<file path="config.mk">
export PLATFORM = sky130hd
export DESIGN_NAME = fwd_hazard_unit
export DESIGN_NICKNAME = d
export VERILOG_FILES = /design/src/rtl/fwd_hazard_unit.sv
export SDC_FILE = /design/constraint.sdc
export NUM_CORES = 1
export LEC_CHECK = 0
export ABC_AREA = 1
export CAP_MARGIN = 20
export CORE_MARGIN = 2
export CORE_UTILIZATION = 43
export DETAILED_ROUTE_END_ITERATION = 8
export PLACE_DENSITY = 0.8
export SLEW_MARGIN = 20
export SYNTH_ARGS = -nofsm -noshare
export SYNTH_HDL_FRONTEND = slang
export SYNTH_SLANG_ARGS = --single-unit
export TNS_END_PERCENT = 5
</file>
<file path="constraint.sdc">
create_clock -name CLK -period 2.4 [get_ports CLK]
set_input_delay 0.72 -clock CLK [delete_from_list [all_inputs] [get_ports CLK]]
set_output_delay 0.72 -clock CLK [all_outputs]
set_load 0.01 [all_outputs]
</file>
<file path="src/rtl/fwd_hazard_unit.sv">
// Forwarding select and load-use hazard unit for the five-stage pipeline.
// Forward selects are pure combinational functions of the stage addresses.
// A two-state FSM stalls ID and bubbles EX until the data memory completes
// the load that ID depends on.
// A saturating counter tracks the total number of stall cycles.
module fwd_hazard_unit #(
  parameter int NPORTS   = 2,
  parameter int AW       = 5,
  parameter int CNT_W    = 16,
  parameter int ZERO_REG = 1
) (
  input  logic                 CLK,
  input  logic                 RST,
  input  logic [NPORTS*AW-1:0] id_src,
  input  logic [NPORTS*AW-1:0] ex_src,
  input  logic [AW-1:0]        ex_rd,
  input  logic                 ex_regwr,
  input  logic                 ex_memrd,
  input  logic [AW-1:0]        mem_rd,
  input  logic                 mem_regwr,
  input  logic [AW-1:0]        wb_rd,
  input  logic                 wb_regwr,
  input  logic                 dhit,
  output logic [NPORTS*2-1:0]  forward,
  output logic                 stall_id,
  output logic                 flush_ex,
  output logic [CNT_W-1:0]     stall_cnt
);

  typedef enum logic {
    IDLE,
    MEMWAIT
  } state_t;

  state_t state, state_nx;
  logic   hazard;

  // Register 0 never matches when it is hardwired to zero.
  function automatic logic addr_match(input logic [AW-1:0] a,
                                      input logic [AW-1:0] rd,
                                      input logic          regwr);
    return regwr && (rd == a) && ((ZERO_REG == 0) || (a != '0));
  endfunction

  // Per-port forward select: MEM beats WB, otherwise the register file.
  always_comb begin
    forward = '0;
    for (int unsigned k = 0; k < NPORTS; k++) begin
      if (addr_match(ex_src[k*AW +: AW], mem_rd, mem_regwr))
        forward[k*2 +: 2] = 2'd1;
      else if (addr_match(ex_src[k*AW +: AW], wb_rd, wb_regwr))
        forward[k*2 +: 2] = 2'd2;
    end
  end

  // Load-use hazard: a load in EX writes a register that ID reads.
  always_comb begin
    hazard = 1'b0;
    for (int unsigned k = 0; k < NPORTS; k++) begin
      if (ex_memrd && addr_match(id_src[k*AW +: AW], ex_rd, ex_regwr))
        hazard = 1'b1;
    end
  end

  // State register.
  always_ff @(posedge CLK) begin
    if (RST) state <= IDLE;
    else     state <= state_nx;
  end

  // Next-state logic; MEMWAIT ignores hazards because ID is frozen.
  always_comb begin
    state_nx = state;
    case (state)
      IDLE:    if (hazard) state_nx = MEMWAIT;
      MEMWAIT: if (dhit)   state_nx = IDLE;
      default: state_nx = IDLE;
    endcase
  end

  // Mealy stall/bubble outputs, forced low while reset is held.
  always_comb begin
    stall_id = 1'b0;
    flush_ex = 1'b0;
    if (!RST) begin
      case (state)
        IDLE: begin
          stall_id = hazard;
          flush_ex = hazard;
        end
        MEMWAIT: begin
          stall_id = !dhit;
          flush_ex = !dhit;
        end
        default: ;
      endcase
    end
  end

  // Saturating count of cycles with stall_id asserted.
  always_ff @(posedge CLK) begin
    if (RST)
      stall_cnt <= '0;
    else if (stall_id && (stall_cnt != '1))
      stall_cnt <= stall_cnt + 1'b1;
  end

endmodule

</file>
==> results.json, run 1 <==
{
  "numCtsBuffers": 3,
  "power_frac_comb": 0.304,
  "arrival_ns": 1.69,
  "num_rows": 21,
  "wl_met1_microns": 2060,
  "power_switching_w": 0.000194,
  "clk_path_buf_depth": 2,
  "p_clk_frac": 0.251,
  "die_area_sq_um": 4080,
  "wl_met3_microns": 307,
  "r2r_end": "stall_cnt[12]",
  "grt_remaining_overflow": 0,
  "violations": "negative setup slack",
  "routed.top_layer": "met4",
  "synth_cell_types": 32,
  "dr_wl_met2_microns": 2240,
  "vias": 1920,
  "path_delay_family": "buffers and inverters",
  "post_drt_via_cell_ratio": 5.09,
  "synth_warnings": 0,
  "power_density_nw_per_um2": 267,
  "antenna_found_initial": 0,
  "crit_cells": 6,
  "drt-total-wl_microns": 4650,
  "fmax_ghz": 0.416,
  "sw_frac_of_total": 0.305,
  "end_kind": "primary output",
  "path_cells": "clkdlybuf4s50_1, inv_1, nor2_2, nand2_2, a21oi_4, buf_2",
  "cts_root_buf": "clkbuf_4",
  "min_period_ns": 2.41,
  "setup_slack_ns": -0.00666,
  "reg2reg_depth": 13,
  "drc_errors": 0,
  "p_leak_nw": 1.08,
  "maxCapViolCount": 0,
  "fillers": 302,
  "clock_sinks": 17,
  "synthToLayoutAreaGrowth_pct": 54.3,
  "tns_ns": -0.0116,
  "finalCritPeriodShare": 1.00,
  "pwr-share-seq": 0.445,
  "regArea_sq_um": 340,
  "drt_first_pass_iters": 4,
  "slew_viol_final": 0,
  "gp_congestion": 0.891,
  "cp_num_buf_inv": 3,
  "drive_above_1_share": 0.299,
  "core_sq_um": 3390,
  "grt_pass1_wl_microns": 7800,
  "cts_hold_buf": 0,
  "peakVddDrop_uv": 320,
  "startpoint": "ex_memrd",
  "synth-seq-cells": 17,
  "netlist_area_sq_um": 1540,
  "layout.nets": 375,
  "grt_max_degree": 17,
  "status": "finished with violations",
  "start_util": 0.455,
  "cpPeakStageDelay_ns": 0.45,
  "fp.dieW_microns": 63.9,
  "diodes": 0,
  "intPower_w": 0.000442,
  "cp.required_ns": 1.68,
  "multi_input_area_sq_um": 1170,
  "grt_pass1_vias": 1752,
  "r2r_setup_slack_ns": 0.60,
  "worstMarginPinSlew_ns": 0.338,
  "mostFrequentLayoutCell": "nand2_1",
  "grt.total_usage": 0.232,
  "cts_tree": "yes",
  "finalSetupViolCount": 2,
  "pin_count": 64,
  "path_class": "in2out",
  "seq_area_frac_synth": 0.221,
  "hpwlAfterDp_microns": 3300,
  "ant_nets": 0,
  "clock_skew_ns": 0.00264,
  "insertion_delay_ns": 0.30,
  "wl_per_cell_microns": 12.3,
  "placed_cells": 363,
  "cp-endpoint": "stall_id",
  "die_h_microns": 63.9,
  "reg2reg_from": "state",
  "portBuffers": 63,
  "cp-start-kind": "input port",
  "synthCells": 247,
  "hold_class": "reg2reg",
  "rsz0062_at_grt": "yes",
  "syn_nets": 290,
  "slowest_stage": "clkdlybuf4s50_1",
  "syn_area_per_cell_sq_um": 6.25,
  "relSlewSlack": 0.772,
  "clk_pin_slew_ns": 0.10,
  "finalHoldViolCount": 0,
  "most-common-layout-cells": "nand2_1 (64), nor2_1 (28), inv_1 (27)",
  "h-tree-depth": 1,
  "min_delay_path_depth": 2,
  "drt_iter0_markers": 102,
  "stdcell_count": 377,
  "crit_fanout": 3
}
how the worst min path moves through the flow:
stage                             start       endpoint  slack, ns
final                     stall_cnt[15]  stall_cnt[15]       0.48
after CTS                 stall_cnt[15]  stall_cnt[15]       0.49
after global routing      stall_cnt[15]  stall_cnt[15]       0.52
after floorplan           stall_cnt[15]  stall_cnt[15]       0.49
after global placement    stall_cnt[15]  stall_cnt[15]       0.47
after detailed placement  stall_cnt[15]  stall_cnt[15]       0.47
Yosys cell counts, drive strengths merged:
library cell,n,area (sq um)
nand2,69,264
inv,32,120
nor2,31,124
nand4,18,113
a21oi,17,92.6
dfxtp,17,340
xnor2,15,131
xor2,10,87.6
nand3,8,57.6
o21ai,6,30.0
clkbuf,4,15.0
buf,3,26.3
nor3,3,20.0
and3,2,12.5
nand3b,2,27.5
nor4,2,12.5
a221oi,1,8.76
clkinv,1,3.75
ha,1,12.5
nor3b,1,12.5
o2111ai,1,8.76
o211ai,1,7.51
o221ai,1,8.76
o22ai,1,6.26
cell type report:
type / instances / area share
multi-input cells: 191 / 0.492
clock buffers: 4 / 0.0110
well taps: 46 / 0.0242
repair buffers: 86 / 0.277
inverters: 33 / 0.0520
flip-flops and latches: 17 / 0.143
kinds of logic (layout without fill, tap and decap cells):
group                    after synthesis  count (layout)  share of synthesized area
AND/OR/NAND/NOR                      136             137                      0.417
buffers and inverters                 40             123                      0.107
AO/OA/AOI/OAI                         28              28                      0.105
XOR/XNOR                              25              25                      0.142
flip-flops                            17              17                      0.221
adder cells (fa/ha/maj)                1               1                    0.00811
state kept, by name (all words and copies together) (netlist names):
register / flops
stall_cnt: 16
state: 1
power groups by stage:
stage | Sequential (W) | Clock [W] | Combinational [W]
final | 0.000283 | 0.000159 | 0.000193
after global routing | 0.000284 | 0.000179 | 0.000215
after detailed placement | 0.000290 | 0 | 0.000187
after CTS | 0.000283 | 0.000160 | 0.000184
after floorplan | 0.000290 | 0 | 0.0000738
after global placement | 0.000290 | 0 | 0.000185
through the flow:
step / utilization / setup slack [ns] / area (sq um) / hold slack, ns / total power (W)
finish: 0.702 / -0.00666 / 2380 / 0.484 / 0.000636
global route: 0.702 / -0.0737 / 2380 / 0.520 / 0.000677
CTS: 0.703 / -0.0940 / 2380 / 0.489 / 0.000627
detailed placement: 0.683 / -0.857 / 2310 / 0.474 / 0.000476
global placement: 0.683 / -0.826 / 2310 / 0.472 / 0.000475
floorplan: - / 0.0475 / 1550 / 0.495 / 0.000364
timing repair:
| action | in CTS | in global routing |
|---|---|---|
| gates resized for setup | 142 | 48 |
| setup endpoints to repair | 6 | 22 |
| pin swaps | 20 | 26 |
| buffers inserted | 9 | 1 |
| cloned | 0 | 1 |
worst register-to-register path, cell delays in order, from the launching register on:
cell     delay, ns
dfxtp_1       0.33
nor2_2        0.12
nand2_2       0.08
buf_4         0.14
buf_4         0.12
buf_4         0.12
buf_4         0.12
buf_4         0.12
buf_4         0.15
nand2_8       0.09
buf_12        0.12
nand2_1       0.05
o21ai_1       0.12
nor2_1        0.05
metal layers:
metal / vias to the layer above / global-route usage
met5: - / 0
met3: 8 / 0.0440
li1: 968 / -
met1: 870 / 0.301
met2: 74 / 0.397
met4: 0 / 0.0516
No activity file was read; power rests on OpenSTA's default activity.
==> run 2: changes to the inputs <==
--- a/config.mk
+++ b/config.mk
@@ -9,6 +9,7 @@
 export CAP_MARGIN = 20
 export CORE_MARGIN = 2
 export CORE_UTILIZATION = 43
+export CTS_CLUSTER_DIAMETER = 200
 export DETAILED_ROUTE_END_ITERATION = 8
 export PLACE_DENSITY = 0.8
 export SLEW_MARGIN = 20
==> results of run 2 <==
Final layout, timing and power as in run 1 (identical DEF).
==> run 3: changes to the inputs <==
--- a/config.mk
+++ b/config.mk
@@ -10,6 +10,7 @@
 export CORE_MARGIN = 2
 export CORE_UTILIZATION = 43
 export CTS_CLUSTER_DIAMETER = 200
+export CTS_CLUSTER_SIZE = 28
 export DETAILED_ROUTE_END_ITERATION = 8
 export PLACE_DENSITY = 0.8
 export SLEW_MARGIN = 20
==> results of run 3 <==
Final layout, timing and power as in run 1 (identical DEF).
